`src/rtl/clamp_pad_pkg.sv`:
```
// ============================================================================
// Module  : clamp_pad_pkg
// Brief   : Shared FSM state type and line-geometry helpers for the
//           edge-clamp padding stream stage.
// Rev     : 1.0  initial release
// ============================================================================
`default_nettype none

package clamp_pad_pkg;

    typedef enum logic [1:0] {
        ST_LEFT  = 2'd0,
        ST_BODY  = 2'd1,
        ST_RIGHT = 2'd2
    } state_t;

    // Padded line length in beats.
    function automatic int line_len(input int pad_l, input int img_w, input int pad_r);
        return pad_l + img_w + pad_r;
    endfunction

    function automatic int cnt_w(input int l);
        return $clog2(l + 1);
    endfunction

endpackage : clamp_pad_pkg

`default_nettype wire

```
`src/rtl/clamp_pad_out_slice.sv`:
```
// ============================================================================
// Module  : clamp_pad_out_slice
// Brief   : Registered data/valid/sol/eol output stage with its load enable.
// Rev     : 1.0  initial release
// ============================================================================
`default_nettype none

module clamp_pad_out_slice #(
    parameter int WIDTH = 16
) (
    input  logic             clk,
    input  logic             reset,
    input  logic             i_emit,
    input  logic [WIDTH-1:0] i_data,
    input  logic             i_sol,
    input  logic             i_eol,
    input  logic             i_ready,
    output logic             o_ld,
    output logic [WIDTH-1:0] o_data,
    output logic             o_valid,
    output logic             o_sol,
    output logic             o_eol
);

    assign o_ld = !o_valid || i_ready;

    always_ff @(posedge clk or posedge reset) begin
        if (reset) begin
            o_valid <= 1'b0;
            o_data  <= '0;
            o_sol   <= 1'b0;
            o_eol   <= 1'b0;
        end else if (o_ld) begin
            o_valid <= i_emit;
            o_data  <= i_data;
            o_sol   <= i_emit && i_sol;
            o_eol   <= i_emit && i_eol;
        end
    end

endmodule : clamp_pad_out_slice

`default_nettype wire

```
`src/rtl/clamp_pad_stream.sv`:
```
// ============================================================================
// Module  : clamp_pad_stream
// Brief   : Extends each IMG_W-pixel line with PAD_L/PAD_R edge-replicated
//           beats. Define CLAMP_PAD_ZERO_FILL_EN to emit zero pads instead.
// Rev     : 1.0  initial release
// ============================================================================
`default_nettype none

module clamp_pad_stream
    import clamp_pad_pkg::*;
#(
    parameter int WIDTH = 16,
    parameter int IMG_W = 64,
    parameter int PAD_L = 1,
    parameter int PAD_R = 2
) (
    input  logic             clk,
    input  logic             reset,
    input  logic [WIDTH-1:0] in_data,
    input  logic             in_valid,
    output logic             in_ready,
    output logic [WIDTH-1:0] out_data,
    output logic             out_valid,
    input  logic             out_ready,
    output logic             out_sol,
    output logic             out_eol
);

    localparam int c_L  = line_len(PAD_L, IMG_W, PAD_R);
    localparam int c_CW = cnt_w(c_L);

    localparam logic [c_CW-1:0] c_LEFT_END = c_CW'((PAD_L > 0) ? PAD_L - 1 : 0);
    localparam logic [c_CW-1:0] c_BODY_END = c_CW'(PAD_L + IMG_W - 1);
    localparam logic [c_CW-1:0] c_LINE_END = c_CW'(c_L - 1);
    localparam logic [c_CW-1:0] c_ONE      = c_CW'(1);

    // With no left padding a line starts directly in BODY.
    localparam state_t c_LINE_START = (PAD_L > 0) ? ST_LEFT : ST_BODY;
    localparam state_t c_AFTER_BODY = (PAD_R > 0) ? ST_RIGHT : c_LINE_START;

    state_t            r_state;
    logic [c_CW-1:0]   r_col_cnt;
    logic              w_ld;
    logic              w_emit;
    logic [WIDTH-1:0]  w_emit_data;
    logic [WIDTH-1:0]  w_left_data;
    logic [WIDTH-1:0]  w_right_data;
    logic              w_sol;
    logic              w_eol;

`ifdef CLAMP_PAD_ZERO_FILL_EN
    assign w_left_data  = '0;
    assign w_right_data = '0;
`else
    logic [WIDTH-1:0]  r_last_pix;

    always_ff @(posedge clk or posedge reset) begin
        if (reset) begin
            r_last_pix <= '0;
        end else if (w_emit && (r_state == ST_BODY)) begin
            r_last_pix <= in_data;
        end
    end

    assign w_left_data  = in_data;
    assign w_right_data = r_last_pix;
`endif

    assign w_sol = (r_col_cnt == '0);
    assign w_eol = (r_col_cnt == c_LINE_END);

    // LEFT peeks at the pending pixel without consuming it; RIGHT needs no input.
    always_comb begin
        in_ready    = 1'b0;
        w_emit      = 1'b0;
        w_emit_data = in_data;
        case (r_state)
            ST_LEFT: begin
                w_emit      = in_valid && w_ld;
                w_emit_data = w_left_data;
            end
            ST_BODY: begin
                in_ready    = w_ld && !reset;
                w_emit      = in_valid && w_ld && !reset;
                w_emit_data = in_data;
            end
            ST_RIGHT: begin
                w_emit      = w_ld;
                w_emit_data = w_right_data;
            end
            default: begin
                w_emit = 1'b0;
            end
        endcase
    end

    always_ff @(posedge clk or posedge reset) begin
        if (reset) begin
            r_state   <= c_LINE_START;
            r_col_cnt <= '0;
        end else if (w_emit) begin
            r_col_cnt <= (r_col_cnt == c_LINE_END) ? '0 : r_col_cnt + c_ONE;
            case (r_state)
                ST_LEFT:  if (r_col_cnt == c_LEFT_END) r_state <= ST_BODY;
                ST_BODY:  if (r_col_cnt == c_BODY_END) r_state <= c_AFTER_BODY;
                ST_RIGHT: if (r_col_cnt == c_LINE_END) r_state <= c_LINE_START;
                default:  r_state <= c_LINE_START;
            endcase
        end
    end

    clamp_pad_out_slice #(
        .WIDTH (WIDTH)
    ) u_out_slice (
        .clk     (clk),
        .reset   (reset),
        .i_emit  (w_emit),
        .i_data  (w_emit_data),
        .i_sol   (w_sol),
        .i_eol   (w_eol),
        .i_ready (out_ready),
        .o_ld    (w_ld),
        .o_data  (out_data),
        .o_valid (out_valid),
        .o_sol   (out_sol),
        .o_eol   (out_eol)
    );

endmodule : clamp_pad_stream

`default_nettype wire

```
`config.mk`:
```
export PLATFORM = sky130hd
export DESIGN_NAME = clamp_pad_stream
export DESIGN_NICKNAME = d
export VERILOG_FILES = /design/src/rtl/clamp_pad_pkg.sv /design/src/rtl/clamp_pad_out_slice.sv /design/src/rtl/clamp_pad_stream.sv
export SDC_FILE = /design/constraint.sdc
export NUM_CORES = 1
export LEC_CHECK = 0
export CAP_MARGIN = 20
export CORE_MARGIN = 2
export CORE_UTILIZATION = 51
export DETAILED_ROUTE_END_ITERATION = 7
export MAX_ROUTING_LAYER = met4
export PLACE_DENSITY = 0.9
export RECOVER_POWER = 25
export SLEW_MARGIN = 5
export SYNTH_ARGS = -nofsm -noshare
export SYNTH_HDL_FRONTEND = slang
export SYNTH_SLANG_ARGS = --single-unit
export TNS_END_PERCENT = 1
```
`constraint.sdc`:
```
create_clock -name clk -period 2.4 [get_ports clk]
set_input_delay 0.72 -clock clk [delete_from_list [all_inputs] [get_ports clk]]
set_output_delay 0.72 -clock clk [all_outputs]
set_load 0.01 [all_outputs]
```
==> qor.txt, run 1 <==
Pin count of the biggest net entering global routing: 45
Seq/Total Area, Yosys: 55.5%
F_max: 0.466 GHz
Post-synthesis simple-gate area fraction: 11.6%
Final worst-path cycle share: 89.4%
Clk_skew: 0.00617 ns
Slew @ Worst Pin: 1.07 ns
CP max FO: 2
XOR/XNOR share of the synthesized area: 1.32%
First-pass GRT wire length: 6.13 mm
Die width: 66.4 um
CTS Buffer Depth: 2
Async S/R FF share, synth: 100%
Status: complete, no violations
Tightest Hold Check Type: reg -> reg
R2r setup slk: 0.79 ns
CTS tree: yes
Num CTS Buffers: 5
Min-Delay Endpoint: u_out_slice.o_eol$_DFFE_PP0N_
First-pass DRT Iterations: 4
GRT overflow: 0
Mapped Cells: 169
Total leakage power: 1.19 nW
CP required: 1.68 ns
Area leader, netlist: dfrtp_1
# hold bufs at CTS: 0
Final ANT Viol Nets: 0
IO Pins: 40
Min-delay src: u_out_slice.o_eol$_DFFE_PP0N_
Vias in the first global route: 1439
DR WL/cell: 14.1 um
Final Hold Vio Count: 0
Crit path DAT: 1.43 ns
Pwr per Cell Area: 1090 nW/um^2
Final nets: 240
Layout cells sized above 1: 16.5%
Complex-gate fraction of the synthesized area: 8.58%
Setup bufs post-CTS: 0
FF-to-FF path depth: 5
Core area: 3690 sq um
Clk_lat worst skew: 0.30 ns
Layout Utilization: 69.2%
Routability cong.: 0.919
Design area: 2550 sq um
H-tree Lvls: 2
Period minus WS final: 2.15 ns
Initial Utilization: 53.8%
Kind of critical path: in -> out
Share of the synthesized area in the top cell type: 55.5%
Synth Warn #: 0
DRT Wirelength: 3.74 mm
Synth unique cells: 31
Full die area: 4400 sq um
Number of synthesized register bits: 44
Port bufs: 39
Critical path endpoint category: output pin
Max Cap Viol: 0
Via count: 1419
Post-Synthesis Net Count: 192
Ant. Diodes: 0
Largest cells by area after synthesis: dfrtp_1 (56%), mux2_2 (9.1%), mux2i_1 (8.1%)
DRT iter0 DRCs: 68
Fin. max-slew vios: 0
VDD IR max: 0.831 mV
Global Route Usage Sum: 19.7%
Top_reg_cell synth: dfrtp_1
Finish-stage setup viols: 0
Vias per inst: 5.33
Largest family of logic cells by synthesized area: multiplexers
Syn Area/Cell: 11.7 sq um
Die Y: 66.4 um
Hold-critical path depth: 2
Critical R2R Capture: u_out_slice.o_data[5]$_DFFE_PP0N_
Cell Rows: 22
RSZ-0062 raised after global routing: false
Slew margin rel.: 28.9%
Residual DRC: 0
Adder-Cell Fraction of Synth Area: 1.89%
Mux cell area share after synthesis: 17.2%
Area Overhead vs Synth: 28.7%
Startpoint Class: input port
DP Area: 2470 sq um
R2R Path Start: r_state[1]$_DFFE_PP0P_
Clk root buf: clkbuf_8
Reg clk slew, reported paths: 0.08 ns
EDFF count, synth: 0
Detail Placement HPWL: 2.59 mm
TritonCTS sink count: 44
Initial antenna violation count: 0
Synth Cell Area: 1980 sq um
[how the worst max path moves through the flow]
stage,from,to,slack (ns),cells after the start
after floorplan,out_ready,r_last_pix[0]$_DFFE_PP0P_,0.46,5
after global placement,out_ready,in_ready,-0.36,5
after detailed placement,out_ready,in_ready,-0.37,5
after CTS,out_ready,in_ready,0.03,5
after global routing,reset,r_col_cnt[2]$_DFFE_PP0P_,0.22,4
final,reset,in_ready,0.25,3
[registers in the layout (all words and copies together) (netlist names)]
name,flops
u_out_slice.o_sol,1
r_state,2
u_out_slice.o_valid,1
u_out_slice.o_eol,1
r_last_pix,16
r_col_cnt,7
u_out_slice.o_data,16
[Yosys cell counts, types with 2 or more instances]
cell / instances
buf_2: 2
buf_6: 3
clkbuf_1: 3
dfrtp_1: 44
ha_1: 3
inv_1: 4
mux2_2: 16
mux2i_1: 16
nand2_1: 24
nand2b_1: 2
nand3_1: 5
nand4_1: 3
o21ai_0: 24
xnor2_1: 3
[stage by stage]
step	instances	setup slack [ns]	power [mW]	setup TNS [ns]	hold slack, ns
detailed placement	258	-0.368	2.25	-0.368	0.469
global placement	258	-0.360	2.19	-0.360	0.460
CTS	266	0.0330	2.81	0	0.487
floorplan	169	0.460	1.82	0	0.459
global route	266	0.221	2.94	0	0.510
finish	266	0.255	2.77	0	0.482
[per-layer routing]
layer	part of all wire [%]	GRT usage [%]
met1	42	21.2
met2	51	33.8
met4	2.0	8.42
met5	0	-
met3	4.7	5.62
[area by class of cell]
class | count | area (sq um)
clock buffer | 6 | 72.6
clock inverter | 2 | 35.0
fill | 287 | 1140
inverter | 4 | 15.0
multi-input combinational | 112 | 805
sequential | 44 | 1100
tap | 48 | 60.1
timing repair buffer | 50 | 464
[power breakdown]
group,total [mW],internal [mW],switching (mW)
Combinational,0.984,0.552,0.432
Sequential,1.23,1.04,0.192
Clock,0.557,0.309,0.248
Total,2.77,1.90,0.871
[worst max-delay path, stage by stage]
cell	delay [ns]
clkdlybuf4s50_1	0.42
nor3_1	0.13
buf_2	0.15
[what timing repair did]
item,CTS,global route
endpoints found under the setup margin,1,1
pin swaps,0,1
resized for setup,4,1
[kinds of logic after synthesis]
family / after synthesis
and+or+nand+nor: 44
DFF: 44
muxes: 32
AOI/OAI and AO/OA: 30
buffers and inverters: 13
xor gates and xnor gates: 3
adders and majority gates: 3
[placed cells by master (no fill, tap or decap), drive strengths merged]
cell            n
o41ai           1
ha              3
and3            1
nor2            1
clkbuf          8
inv             3
a2bb2oi         1
clkdlybuf4s50  37
o211a           1
buf            10
dlymetal6s2s    1
nand2          24
nand3           5
or2b            1
nand4           3
xnor2           3
nand2b          2
mux2i          16
o211ai          1
or3             1
nor4            2
nor3            1
a41oi           1
bufinv          1
o21ai          24
nor2b           2
dfrtp          44
nor3b           1
clkinv          2
mux2           16
a31oi           1
Note: power is estimated with default switching activity, not from simulation.
==> inputs of run 2 (changes only) <==
--- a/config.mk
+++ b/config.mk
@@ -7,10 +7,10 @@
 export LEC_CHECK = 0
 export CAP_MARGIN = 20
 export CORE_MARGIN = 2
-export CORE_UTILIZATION = 51
+export CORE_UTILIZATION = 46
 export DETAILED_ROUTE_END_ITERATION = 7
 export MAX_ROUTING_LAYER = met4
-export PLACE_DENSITY = 0.9
+export PLACE_DENSITY = 0.86
 export RECOVER_POWER = 25
 export SLEW_MARGIN = 5
 export SYNTH_ARGS = -nofsm -noshare
==> constraint.sdc (replaced) <==
create_clock -name clk -period 1.9 [get_ports clk]
set_input_delay 0.57 -clock clk [delete_from_list [all_inputs] [get_ports clk]]
set_output_delay 0.57 -clock clk [all_outputs]
set_load 0.01 [all_outputs]
==> qor.txt, run 2 (synthesis results as in run 1) <==
Crit path cell chain: dlygate4sd2_1 -> or2b_1 -> nand2_1 -> nor3_1 -> buf_2 (was clkdlybuf4s50_1 -> nor3_1 -> buf_2)
Design area: 2570 sq um (was 2550 sq um)
Min-delay src: u_out_slice.o_data[14]$_DFFE_PP0N_ (was u_out_slice.o_eol$_DFFE_PP0N_)
Critical path endpoint category: output pin (unchanged)
Pre-CTS setup slack: -0.575 ns (was -0.368 ns)
Core area: 4090 sq um (was 3690 sq um)
Buf+Inv Stages, Crit Path: 2 (unchanged)
Final ANT Viol Nets: 0 (unchanged)
DRT Wirelength: 3.76 mm (was 3.74 mm)
Slowest CP cell: dlygate4sd2_1 (was clkdlybuf4s50_1)
Layout cells sized above 1: 18.1% (was 16.5%)
Clk root buf: clkbuf_8 (unchanged)
Full die area: 4850 sq um (was 4400 sq um)
Tightest Hold Check Type: reg -> reg (unchanged)
Initial Utilization: 48.5% (was 53.8%)
CTS Buffer Depth: 2 (unchanged)
# fillers: 345 (was 287)
Area taken by multi-input logic gates: 805 sq um (unchanged)
Stages on the worst setup path: 5 (was 3)
Hold_ws: 0.482 ns (about the same)
CP Capture Point: in_ready (unchanged)
Register Area: 1100 sq um (unchanged)
PnR worst setup slack: 0.0228 ns (was 0.255 ns)
R2r setup slk: 0.31 ns (was 0.79 ns)
Period minus WS final: 1.88 ns
Max incr delay on CP: 0.24 ns (was 0.42 ns)
Num CTS Buffers: 5 (unchanged)
DR WL/cell: 13.9 um (was 14.1 um)
TritonCTS sink count: 44 (unchanged)
Die width: 69.7 um (was 66.4 um)
Finish-stage setup viols: 0 (unchanged)
Reg clk slew, reported paths: 0.08 ns (about the same)
Startpoint Class: input port (unchanged)
Detail Placement HPWL: 2.67 mm (was 2.59 mm)
F_max: 0.533 GHz
First-pass GRT wire length: 6.60 mm (was 6.13 mm)
Initial antenna violation count: 0 (unchanged)
Kind of critical path: in -> out (unchanged)
Final nets: 243 (was 240)
Layout Cells excl Fill: 271 (was 266)
First-pass DRT Iterations: 4 (unchanged)
Cell Rows: 23 (was 22)
Die Y: 69.7 um (was 66.4 um)
CTS tree: yes (unchanged)
Max Cap Viol: 0 (unchanged)
Critical R2R Capture: r_state[0]$_DFFE_PP0P_ (was u_out_slice.o_data[5]$_DFFE_PP0N_)
Residual DRC: 0 (unchanged)
Vias in the first global route: 1404 (was 1439)
Global Route Usage Sum: 17.5% (was 19.7%)
Final worst-path cycle share: 98.8%
Pin count of the biggest net entering global routing: 35 (was 45)
Critical path origin: out_ready (was reset)
Clk_skew: 0.00760 ns (was 0.00617 ns)
Most frequent cells in the layout: dfrtp_1 (44), clkdlybuf4s50_1 (37), nand2_1 (24) (was dfrtp_1 (44), clkdlybuf4s50_1 (37), o21ai_0 (24), nand2_1 (24))
CP max FO: 2 (unchanged)
R2R Path Start: r_col_cnt[4]$_DFFE_PP0P_ (was r_state[1]$_DFFE_PP0P_)
Largest registers: r_last_pix (16), u_out_slice.o_data (16), r_col_cnt (7) (unchanged)
RSZ-0062 raised after global routing: true (was false)
VDD IR max: 0.553 mV (was 0.831 mV)
Crit path DAT: 1.31 ns (was 1.43 ns)
Port bufs: 39 (unchanged)
Slew margin rel.: 60.2% (was 28.9%)
Routability cong.: 0.820 (was 0.919)
Fin. max-slew vios: 0 (unchanged)
Commonest non-fill, non-tap cell in the layout: dfrtp_1 (unchanged)
Vias per inst: 5.22 (was 5.33)
CP required: 1.33 ns (was 1.68 ns)
IO Pins: 40 (unchanged)
Ant. Diodes: 0 (unchanged)
Placed cell count: 262 (was 258)
Clk_lat worst skew: 0.30 ns (about the same)
Top delay family on crit path: buffers and inverters (unchanged)
FF-to-FF path depth: 4 (was 5)
Slew @ Worst Pin: 0.596 ns (was 1.07 ns)
Final Hold Vio Count: 0 (unchanged)
Pwr per Cell Area: 1340 nW/um^2 (was 1090 nW/um^2)
Status: complete, no violations (unchanged)
DRT iter0 DRCs: 88 (was 68)
Total leakage power: 1.20 nW (was 1.19 nW)
Area Overhead vs Synth: 29.8% (was 28.7%)
GRT overflow: 0 (unchanged)
Layout Utilization: 63.0% (was 69.2%)
H-tree Lvls: 2 (unchanged)
Via count: 1415 (was 1419)
DP Area: 2480 sq um (was 2470 sq um)
==> run 2: area by class of cell <==
type	count	area share, %
Tap cell	50	2.43
Clock buffer	7	3.35
Clock inverter	1	0.292
Sequential cell	44	42.8
Inverter	4	0.583
Multi-Input combinational cell	112	31.3
Timing Repair Buffer	53	19.3
==> run 2: metrics by stage <==
stage	total power, mW	setup TNS (ns)
floorplan	2.30	0
global placement	2.79	-4.99
detailed placement	2.87	-6.27
CTS	3.47	0
global route	3.68	-0.0331
finish	3.44	0
==> run 2: how the worst min path moves through the flow <==
stage                                                    end  slack, ns  depth (start not counted)
after floorplan                     r_col_cnt[4]$_DFFE_PP0P_       0.46                          1
after global placement     u_out_slice.o_data[1]$_DFFE_PP0N_       0.46                          2
after detailed placement   u_out_slice.o_data[4]$_DFFE_PP0N_       0.47                          2
after CTS                  u_out_slice.o_data[4]$_DFFE_PP0N_       0.49                          2
after global routing                r_col_cnt[4]$_DFFE_PP0P_       0.51                          1
final                     u_out_slice.o_data[14]$_DFFE_PP0N_       0.48                          2
==> run 2: report_power, final <==
group | switching [mW] | total, mW | internal, mW
Clock | 0.308 | 0.603 | 0.295
Sequential | 0.217 | 1.53 | 1.31
Combinational | 0.574 | 1.30 | 0.729
Total | 1.10 | 3.44 | 2.34
==> run 2: what timing repair did <==
item,in CTS,in global routing
buffers inserted,1,0
gates resized for setup,5,1
hold buffers,0,0
pin swaps,1,2
endpoints found under the setup margin,1,8
==> run 2: worst min-delay path, cell delays in order (launching register included) <==
cell and delay, ns:
dfrtp_1 0.35, nand2_1 0.04, o21ai_0 0.06
==> run 2: metal layers <==
metal / part of all wire [%] / routed length (um) / vias up / GRT usage, %
li1: - / - / 693 / -
met1: 43 / 1630 / 682 / 20.6
met2: 50 / 1900 / 34 / 29.4
met3: 4.6 / 173 / 6 / 4.36
met4: 1.5 / 57 / 0 / 5.77
met5: 0 / 0 / - / -
